<file path="src/rtl/lcd_page_fetch.sv">
// Page-fetch sequencer: bursts one page of column bytes from a synchronous ROM
// into a local buffer, hands it to the LCD controller, then streams it bytewise.
module lcd_page_fetch #(
    parameter int ROM_LAT    = 1,
    parameter int PAGE_BYTES = 64,
    parameter int ADDR_W     = 7
) (
    input  logic                            clk,
    input  logic                            rst_n,
    input  logic                            data_request,
    input  logic [ADDR_W-1:0]               addr,
    output logic                            data_ack,
    output logic [7:0]                      data,
    input  logic                            byte_next,
    output logic                            rom_rd,
    output logic [ADDR_W+$clog2(PAGE_BYTES)-1:0] rom_addr,
    input  logic [7:0]                      rom_data,
    output logic                            busy
);
    localparam int COL_W = $clog2(PAGE_BYTES);
    localparam logic [COL_W-1:0] LAST = COL_W'(PAGE_BYTES - 1);

    typedef enum logic [2:0] {
        IDLE,
        FILL,
        DRAIN,
        ACK,
        STREAM
    } state_t;

    state_t             state_reg;
    state_t             state_next;
    logic [ADDR_W-1:0]  addr_reg;
    logic [COL_W-1:0]   col_reg;
    logic [COL_W-1:0]   wr_idx_reg;
    logic [COL_W-1:0]   rd_idx_reg;
    logic [ROM_LAT-1:0] vld_reg;
    logic [7:0]         data_hold_reg;
    logic [7:0]         page_mem [PAGE_BYTES];
    logic               capture;

    // The top bit of the valid pipe marks the cycle rom_data belongs to a read.
    assign capture = vld_reg[ROM_LAT-1];

    always_comb begin
        state_next = state_reg;
        data_ack   = 1'b0;
        rom_rd     = 1'b0;
        busy       = 1'b1;
        case (state_reg)
            IDLE: begin
                busy = 1'b0;
                if (data_request) state_next = FILL;
            end
            FILL: begin
                rom_rd = 1'b1;
                if (col_reg == LAST) state_next = DRAIN;
            end
            DRAIN: begin
                if (capture && wr_idx_reg == LAST) state_next = ACK;
            end
            ACK: begin
                data_ack = 1'b1;
                if (!data_request) state_next = STREAM;
            end
            STREAM: begin
                if (byte_next && rd_idx_reg == LAST) state_next = IDLE;
            end
            default: state_next = IDLE;
        endcase
    end

    assign rom_addr = rom_rd ? {addr_reg, col_reg} : '0;

    always_comb begin
        case (state_reg)
            ACK:     data = page_mem[0];
            STREAM:  data = page_mem[rd_idx_reg];
            default: data = data_hold_reg;
        endcase
    end

    always_ff @(posedge clk or negedge rst_n) begin
        if (!rst_n) begin
            state_reg     <= IDLE;
            addr_reg      <= '0;
            col_reg       <= '0;
            wr_idx_reg    <= '0;
            rd_idx_reg    <= '0;
            vld_reg       <= '0;
            data_hold_reg <= '0;
        end else begin
            state_reg <= state_next;
            if (state_reg == IDLE && data_request) begin
                addr_reg <= addr;
                col_reg  <= '0;
            end else if (rom_rd) begin
                col_reg <= col_reg + 1'b1;
            end
            vld_reg <= ROM_LAT'({vld_reg, rom_rd});
            if (capture) wr_idx_reg <= wr_idx_reg + 1'b1;
            if (state_reg == STREAM && byte_next) rd_idx_reg <= rd_idx_reg + 1'b1;
            // Outside ACK/STREAM the output keeps whatever byte was last presented.
            if (state_reg == ACK || state_reg == STREAM) data_hold_reg <= data;
        end
    end

    always_ff @(posedge clk or negedge rst_n) begin
        if (!rst_n) begin
            for (int i = 0; i < PAGE_BYTES; i++) page_mem[i] <= '0;
        end else if (capture) begin
            page_mem[wr_idx_reg] <= rom_data;
        end
    end

endmodule

</file>
<file path="config.mk">
export PLATFORM = sky130hd
export DESIGN_NAME = lcd_page_fetch
export DESIGN_NICKNAME = d
export VERILOG_FILES = /design/src/rtl/lcd_page_fetch.sv
export SDC_FILE = /design/constraint.sdc
export NUM_CORES = 1
export LEC_CHECK = 0
export CORE_MARGIN = 2
export CORE_UTILIZATION = 32
export CTS_CLUSTER_SIZE = 8
export DETAILED_ROUTE_END_ITERATION = 8
export DONT_BUFFER_PORTS = 1
export RECOVER_POWER = 100
export SYNTH_ARGS = -nofsm -noshare
export SYNTH_HDL_FRONTEND = slang
export SYNTH_SLANG_ARGS = --single-unit
</file>
<file path="constraint.sdc">
create_clock -name clk -period 2.55 [get_ports clk]
set_input_delay 0.255 -clock clk [delete_from_list [all_inputs] [get_ports clk]]
set_output_delay 0.255 -clock clk [all_outputs]
set_load 0.01 [all_outputs]
</file>
==> results of run 1 <==
==> metal layers <==
metal | share of wire (%) | wire (um)
met1 | 46 | 30800
met2 | 47 | 31220
met3 | 4.9 | 3282
met4 | 2.1 | 1371
met5 | 0 | 0
==> placed cells by master, fill, tap and decap left out, types with 13 or more instances in the layout <==
master     instances
a22oi_1           19
a22oi_2           20
and2_1            15
buf_4             89
buf_6             13
clkbuf_1          31
clkbuf_16         82
clkbuf_2          31
dfrtp_1          546
mux2_1            36
mux2_2           515
mux4_2           107
nand2_1           53
nand3_1           20
nor2_1            59
nor2b_1           20
o22ai_1           22
==> final cells by class <==
cell class	count	share of cell area, %
Clock buffer	85	6.840
Clock inverter	4	0.1286
Inverter	13	0.1618
Multi-Input combinational cell	1022	37.12
Sequential cell	549	45.58
Tap cell	1040	4.314
Timing Repair Buffer	198	5.861
==> worst max-delay path, stage by stage, from the launching register on <==
cell and delay, ns:
dfrtp_4 0.52, buf_6 0.30, buf_4 0.26, mux4_2 0.33, a22oi_1 0.21, buf_4 0.15, nand2_1 0.05, a22oi_2 0.31
buf_6 0.18, nand3_4 0.08
==> Yosys cell counts (all sizes together) <==
| cell | count |
|---|---|
| a211oi | 9 |
| a21oi | 10 |
| clkbuf | 78 |
| mux2i | 5 |
| a22oi | 39 |
| and3 | 1 |
| a221o | 1 |
| nand4 | 4 |
| nor3b | 2 |
| nor4 | 2 |
| or2 | 1 |
| nor3 | 9 |
| buf | 41 |
| a21o | 2 |
| mux4 | 107 |
| o31ai | 2 |
| nand2b | 5 |
| nand3 | 28 |
| mux2 | 554 |
| o211ai | 1 |
| inv | 13 |
| xnor2 | 8 |
| dfrtp | 549 |
| o21ai | 8 |
| ha | 3 |
| nand2 | 56 |
| nor2 | 60 |
| xor2 | 5 |
| and2 | 19 |
| nor2b | 22 |
| and3b | 1 |
| or4 | 8 |
| o221ai | 2 |
| a2111oi | 8 |
| or3 | 4 |
| o22ai | 35 |
| o21bai | 1 |
==> timing repair <==
action	in CTS	in global routing
endpoints found under the hold margin	1072	549
setup buffers	9	7
gates resized for setup	72	52
endpoints found under the setup margin	10	13
gates cloned	2	0
pin swaps	14	18
==> worst min-delay path by stage <==
stage,start,endpoint,depth (start not counted)
floorplan,rst_n,addr_reg[0]$_DFFE_PN0P_,0
global placement,rst_n,page_mem[106]$_DFFE_PN0P_,0
detailed placement,rst_n,page_mem[98]$_DFFE_PN0P_,0
CTS,rst_n,page_mem[98]$_DFFE_PN0P_,0
global route,rst_n,page_mem[98]$_DFFE_PN0P_,0
finish,rst_n,page_mem[98]$_DFFE_PN0P_,0
==> where the power goes <==
group	total (W)	internal [W]	switching (W)
combinational	0.000490	0.000242	0.000248
clock	0.00925	0.00563	0.00362
sequential	0.00898	0.00889	0.0000866
total	0.0187	0.0148	0.00396
==> kinds of logic after synthesis <==
family / after synthesis
xor+xnor: 13
simple gates: 222
buf+inv: 132
compound gates: 118
fa+ha+maj: 3
flops: 549
mux: 666
==> per-stage QoR <==
stage | setup TNS, ns | instances
2_1_floorplan | 0 | 1703
3_3_place_gp | -2.037 | 2788
3_5_place_dp | -1.959 | 2788
4_1_cts | -5.397 | 2904
5_1_grt | -9.782 | 2911
6_report | -6.573 | 2911
==> out/results.tsv, run 1 <==
metric	value	unit
gr-usage-met2	26.10	%
area_delta_synth_final	20.14	%
grt_max_degree	550	
avgRoutedWirePerCell	22.90	um
worstReg2RegEnd	data_hold_reg[4]$_DFFE_PN0N_	
violations	negative hold slack, max-slew violations, negative setup slack	
clk_path_buf_depth	3	
muxShareOfSynthArea	34.65	%
critPathCapture	data[7]	
clock_latency	0.61	ns
ys_seq_area_share	54.72	%
p_leak	13.36	nW
cp.required	2.30	ns
drv_cap	0	
design.portCount	43	
fin_ws	-0.7339	ns
die_width	284.1	um
crit_type	register to output port	
crit_fanout	20	
first_iter_violations	1200	
place_congestion	0.8401	
drt.antenna.violating_nets	0	
vdd_ir_drop_max	399.1	uV
rsz0062_at_grt	true	
worstSetupStartpointType	register	
final-hold-violation-count	271	
min_period	3.284	ns
slew-limit-headroom	-141.4	%
die_h	284.1	um
dieArea	80720	um^2
num-fill-cells	7275	
yosys_warnings	0	
netlist_area	25110	um^2
synth_compound_area_share	3.254	%
finish.instance_area	30160	um^2
cts_tree	yes	
routed_via_density	5.306	
synth_top_area_cell	dfrtp_1	
busiest_layer	met2	
grt_pass1_wl	102900	um
cts_buffers	78	
fmax	0.3045	GHz
vias	15450	
grtUsageTotal	16.58	%
synth_fa_ha_area_share	0.1495	%
synth.top_cell.area_share	54.72	%
post_route_cells_drive_above_1_share	50.94	%
grt_pass1_vias	16430	
period_share	128.8	%
synth_xor_area_share	0.4535	%
antenna_cells	0	
critPathArrivalTime	3.03	ns
hp-class	primary input to asynchronous set/reset pin	
drt_pass1_iterations	7	
multi_input_area	11200	um^2
layout.nets	1884	
post_dp_cell_area	27180	um^2
clk_pin_slew	0.05	ns
finClkSkew	0.01637	ns
post-route-util	38.87	%
maxSlewViolCount	464	
dp_hpwl	41560	um
synthSimpleGateAreaFrac	4.291	%
crit_path_start	rd_idx_reg[2]$_DFFE_PN0P_	
status	complete, but fails checks	
worst_hold_slack	-0.5390	ns
finalSetupViolCount	23	
final-seq-area	13750	um^2
cts_hold_buffers	16	
htree_levels	3	
power.total	0.01872	W
ys_types	46	
largest_register_ff_count	512	
grtUsageMet1	23.50	%
synthCells	1703	
clkSinkCount	549	
use_met3	3.082	%
p_per_area	620.6	nW/um^2
synth-seq-cells	549	
synth_top_family_by_area	multiplexers	
endpoint_kind	output port	
worstRegToRegCells	12	
r2r_start	rd_idx_reg[0]$_DFFE_PN0P_	
root_buffer	clkbuf_16	
core	77590	um^2
pre_cts_slack	-0.3623	ns
tightestPinTransition	3.622	ns
postSynthAreaPerCell	14.74	um^2
io_buffer_count	0	
drc	0	
initial_core_util	32.36	%
grt_remaining_overflow	0	
r2r_setup_slack	-0.03	ns
synth_nets	1725	
routed_wl	66670	um
synth_area_leaders	dfrtp_1 (55%), mux2_2 (23%), mux4_2 (9.6%)	
rows	102	
grt_antenna_before_repair	1	
Note: power is estimated with default switching activity, not from simulation.
==> inputs of run 2 (changes only) <==
--- a/config.mk
+++ b/config.mk
@@ -10,6 +10,7 @@
 export CTS_CLUSTER_SIZE = 8
 export DETAILED_ROUTE_END_ITERATION = 8
 export DONT_BUFFER_PORTS = 1
+export PLACE_DENSITY = 0.56
 export RECOVER_POWER = 100
 export SYNTH_ARGS = -nofsm -noshare
 export SYNTH_HDL_FRONTEND = slang
==> out/results.tsv, run 2 (synthesis gave the netlist of run 1 again) <==
metric	value	unit
status	complete, but fails checks	
violations	negative hold slack, max-slew violations, negative setup slack	
fmax	0.3085	GHz
r2r_start	wr_idx_reg[3]$_DFFE_PN0P_	
grt_pass1_vias	16140	
worstSetupStartpointType	register	
grt_remaining_overflow	0	
clk_pin_slew	0.05	ns
drt_pass1_iterations	5	
post_dp_cell_area	27010	um^2
htree_levels	3	
tns	-8.931	ns
drc	0	
die_width	284.1	um
dieArea	80720	um^2
finalSetupViolCount	45	
avgRoutedWirePerCell	22.82	um
vias	15130	
grtUsageTotal	16.45	%
dp_cells	2765	
hp-class	primary input to asynchronous set/reset pin	
final-hold-violation-count	549	
fin_cells	2897	
worst_hold_slack	-0.6495	ns
worstRegToRegCells	4	
drv_cap	0	
tightestPinTransition	1.621	ns
r2r_setup_slack	-0.06	ns
post_route_cells_drive_above_1_share	50.38	%
routed_via_density	5.221	
drt.antenna.violating_nets	0	
min_period	3.242	ns
fin_ws	-0.6916	ns
grt_antenna_before_repair	2	
crit_fanout	7	
largest_register_ff_count	512	
grt_pass1_wl	101900	um
clkSinkCount	549	
design.portCount	43	
endpoint_kind	output port	
io_buffer_count	0	
maxSlewViolCount	113	
finClkSkew	0.02032	ns
clock_latency	0.61	ns
grt_max_degree	550	
cts_tree	yes	
clk_path_buf_depth	3	
layout.nets	1868	
cts_hold_buffers	16	
dp_hpwl	40740	um
crit_type	register to output port	
post-route-util	38.75	%
layout_commonest_cell	dfrtp_1	
slew-limit-headroom	-8.091	%
die_h	284.1	um
worstReg2RegEnd	page_mem[407]$_DFFE_PN0P_	
rsz0062_at_grt	true	
vdd_ir_drop_max	403.6	uV
finish.instance_area	30070	um^2
period_share	127.1	%
core	77590	um^2
layout_common_cells	dfrtp_1 (547), mux2_2 (516), mux4_2 (107)	
area_delta_synth_final	19.76	%
place_congestion	0.8446	
cp.required	2.30	ns
power.total	0.01873	W
cts_buffers	78	
initial_core_util	32.36	%
rows	102	
routed_wl	66120	um
root_buffer	clkbuf_16	
first_iter_violations	947	
p_per_area	622.8	nW/um^2
p_leak	13.31	nW
critPathArrivalTime	2.99	ns
-- run 2: changes by cell type in the layout (fill, tap and decap cells not counted), moves of 3 or more --
cell | previous run | this run
mux2_4 | 3 | 0
clkbuf_1 | 31 | 27
a22oi_1 | 19 | 15
a22oi_2 | 20 | 24
nand2_2 | 3 | 6
nand2_1 | 53 | 50
clkbuf_4 | 3 | 0
nor3_2 | 7 | 4
o22ai_1 | 22 | 28
buf_4 | 89 | 75
o22ai_2 | 12 | 7
clkbuf_2 | 31 | 35
-- run 2: cell type report --
cell class              count  area, um^2
diodes                      1       2.502
clock buffers              87        2081
clock inverters             3       33.78
repair buffers            182        1713
fillers                  7384       47530
inverters                  13       48.80
multi-input cells        1022       11140
well taps                1040        1301
flip-flops and latches    549       13750
-- run 2: worst max-delay path by stage --
| stage | from | end | slack (ns) | depth (start not counted) |
|---|---|---|---|---|
| floorplan | rd_idx_reg[2]$_DFFE_PN0P_ | data[4] | 0.24 | 9 |
| global placement | rd_idx_reg[0]$_DFFE_PN0P_ | data[1] | -0.48 | 8 |
| detailed placement | rd_idx_reg[0]$_DFFE_PN0P_ | data[7] | -0.42 | 8 |
| CTS | rd_idx_reg[0]$_DFFE_PN0P_ | data[4] | -0.76 | 8 |
| global route | rd_idx_reg[0]$_DFFE_PN0P_ | data[7] | -0.76 | 8 |
| finish | rd_idx_reg[0]$_DFFE_PN0P_ | data[7] | -0.69 | 8 |
-- run 2: worst max-delay path, cell delays in order, from the launching register on --
cell	delay, ns
dfrtp_4	0.52
buf_12	0.18
buf_16	0.13
mux4_2	0.53
a22oi_2	0.26
nand2_2	0.13
a22oi_2	0.34
buf_4	0.19
nand3_4	0.07
-- run 2: power breakdown --
| part | internal, W | total, W | switching, W | leakage [nW] |
|---|---|---|---|---|
| sequential | 0.00889 | 0.00898 | 0.0000841 | 7.21 |
| combinational | 0.000239 | 0.000476 | 0.000237 | 5.07 |
| clock | 0.00566 | 0.00927 | 0.00361 | 1.04 |
| total | 0.0148 | 0.0187 | 0.00393 | 13.3 |
-- run 2: through the flow --
step                hold slack, ns  setup slack (ns)
floorplan                 -0.04059            0.2418
global placement          -0.02633           -0.4801
detailed placement        -0.03023           -0.4164
CTS                        -0.6784           -0.7638
global route               -0.6707           -0.7592
finish                     -0.6495           -0.6916
-- run 2: layer usage --
metal,share of wire (%),track usage [%]
met1,46,22.91
met2,47,25.82
met3,4.5,3.266
met4,2.6,5.276
met5,0,0
-- run 2: timing repair --
item	CTS	global route
setup endpoints to repair	12	9
gates cloned	3	1
buffers inserted	9	14
hold endpoints to repair	1073	549
pin swaps	25	21
gates resized for setup	98	18
==> inputs of run 3 (changes only) <==
--- a/config.mk
+++ b/config.mk
@@ -7,10 +7,9 @@
 export LEC_CHECK = 0
 export CORE_MARGIN = 2
 export CORE_UTILIZATION = 32
-export CTS_CLUSTER_SIZE = 8
 export DETAILED_ROUTE_END_ITERATION = 8
 export DONT_BUFFER_PORTS = 1
-export PLACE_DENSITY = 0.56
+export GPL_ROUTABILITY_DRIVEN = 0
 export RECOVER_POWER = 100
 export SYNTH_ARGS = -nofsm -noshare
 export SYNTH_HDL_FRONTEND = slang
==> out/results.tsv, run 3 (synthesis gave the netlist of run 1 again) <==
metric	value	unit
drv_cap	0	
largest_register_ff_count	512	
io_buffer_count	0	
final-seq-area	13750	um^2
grtUsageTotal	16.29	%
crit_path_cell_trace	buf_6 > buf_6 > mux4_2 > mux2i_1 > nor3_2 > a221o_1 > a211oi_4 > o31ai_4 > buf_6	
grt_remaining_overflow	0	
cts_tree	yes	
min_period	3.213	ns
finish.instance_area	29810	um^2
period_share	126.0	%
finalSetupViolCount	20	
num-fill-cells	7317	
vias	15230	
tightestPinTransition	2.373	ns
cp.required	2.30	ns
post_dp_cell_area	27180	um^2
core	77590	um^2
pre_cts_slack	-0.3623	ns
crit_type	register to output port	
clk_pin_slew	0.06	ns
routed_wl	65870	um
crit_fanout	4	
layout.nets	1858	
area_delta_synth_final	18.74	%
htree_levels	2	
dp_hpwl	41560	um
initial_core_util	32.36	%
slowest_delay	0.53	ns
use_met3	2.793	%
die_width	284.1	um
layout_commonest_cell	dfrtp_1	
worst_hold_slack	-0.5533	ns
multi_input_area	11150	um^2
grt_max_degree	550	
critPathArrivalTime	2.96	ns
path_common_cell	buf_6	
final-hold-violation-count	549	
grt_pass1_wl	101700	um
status	complete, but fails checks	
busiest_layer	met2	
p_per_area	591.7	nW/um^2
cp_top_family	compound AO/OA/AOI/OAI gates	
grt_antenna_before_repair	1	
r2r_setup_slack	0.03	ns
endpoint_kind	output port	
drt.antenna.violating_nets	0	
cts_hold_buffers	16	
clk_path_buf_depth	3	
die_h	284.1	um
hp-class	primary input to asynchronous set/reset pin	
avgRoutedWirePerCell	22.59	um
routed_via_density	5.224	
grt_pass1_vias	16280	
first_iter_violations	1077	
post_route_cells_drive_above_1_share	50.08	%
clkSinkCount	549	
root_buffer	clkbuf_16	
drt_pass1_iterations	5	
slew-limit-headroom	-58.20	%
worstSetupStartpointType	register	
cpMaxStageDelayCell	dfrtp_4	
design.portCount	43	
rows	102	
vdd_ir_drop_max	426.6	uV
cts_buffers	55	
path_buf_inv	3	
p_leak	13.19	nW
grtUsageMet1	22.96	%
finClkSkew	0.01640	ns
violations	negative hold slack, max-slew violations, negative setup slack	
dieArea	80720	um^2
layout_common_cells	dfrtp_1 (546), mux2_2 (516), mux4_2 (107)	
fin_ws	-0.6630	ns
fmax	0.3112	GHz
maxSlewViolCount	354	
clock_latency	0.61	ns
gr-usage-met2	25.72	%
rsz0062_at_grt	true	
drc	0	
## run 3: cell types whose count changed in the layout (fill, tap and decap cells not counted), moves of 5 or more
cell and change:
buf_6 +6, buf_8 +6, bufinv_16 +5, clkbuf_1 +16, clkbuf_16 -28, clkbuf_8 +10
clkinv_2 +7
## run 3: through the flow
stage / cells / util, % / TNS (ns) / total power [W]
2_1_floorplan: 1703 / - / 0 / 0.009392
3_3_place_gp: 2788 / 35.03 / -2.037 / 0.009376
3_5_place_dp: 2788 / 35.03 / -1.959 / 0.009396
4_1_cts: 2911 / 38.54 / -5.007 / 0.01782
5_1_grt: 2916 / 38.42 / -9.178 / 0.01822
6_report: 2916 / 38.42 / -6.098 / 0.01764
## run 3: final timing paths
check                                                to                       from  cells past startpoint
max reg2reg                data_hold_reg[3]$_DFFE_PN0N_  rd_idx_reg[0]$_DFFE_PN0P_                     10
min reg2reg                   page_mem[410]$_DFFE_PN0P_  page_mem[410]$_DFFE_PN0P_                      1
min in group clk               state_reg[2]$_DFFE_PN0P_                  byte_next                      4
min                            page_mem[98]$_DFFE_PN0P_                      rst_n                      0
max in group asynchronous     page_mem[472]$_DFFE_PN0P_                      rst_n                      0
max                                             data[4]  rd_idx_reg[0]$_DFFE_PN0P_                      9
## run 3: worst register-to-register path, stage by stage (launching register included)
cell and delay [ns]:
dfrtp_4 0.48, buf_12 0.17, buf_12 0.15, buf_8 0.12, mux4_2 0.54, a22oi_2 0.22
nand2_1 0.08, a22oi_2 0.31, buf_6 0.18, buf_6 0.09, nand3_2 0.05
## run 3: where the power goes
group | switching (W) | leakage (nW) | internal (W) | total (W)
Clock | 0.00342 | 0.877 | 0.00478 | 0.00819
Combinational | 0.000248 | 5.10 | 0.000241 | 0.000489
Sequential | 0.0000854 | 7.21 | 0.00887 | 0.00896
Total | 0.00375 | 13.2 | 0.0139 | 0.0176
## run 3: final cells by class
class | instances | share of cell area (%)
diodes | 1 | 0.008394
clock inverters | 15 | 0.7009
repair buffers | 195 | 5.951
multi-input cells | 1022 | 37.39
clock buffers | 81 | 5.313
flip-flops and latches | 549 | 46.11
well taps | 1040 | 4.365
inverters | 13 | 0.1637
## run 3: routing by layer
metal | vias up | routed length, um
met2 | 320 | 30490
li1 | 6580 | -
met5 | - | 0
met4 | 0 | 1547
met3 | 93 | 3113
met1 | 8240 | 30720
## run 3: repair_timing
action	in CTS	in global routing
setup endpoints to repair	11	10
cloned	2	0
setup buffers	9	5
hold endpoints to repair	1072	549
resized for setup	106	20
pin swaps	36	18
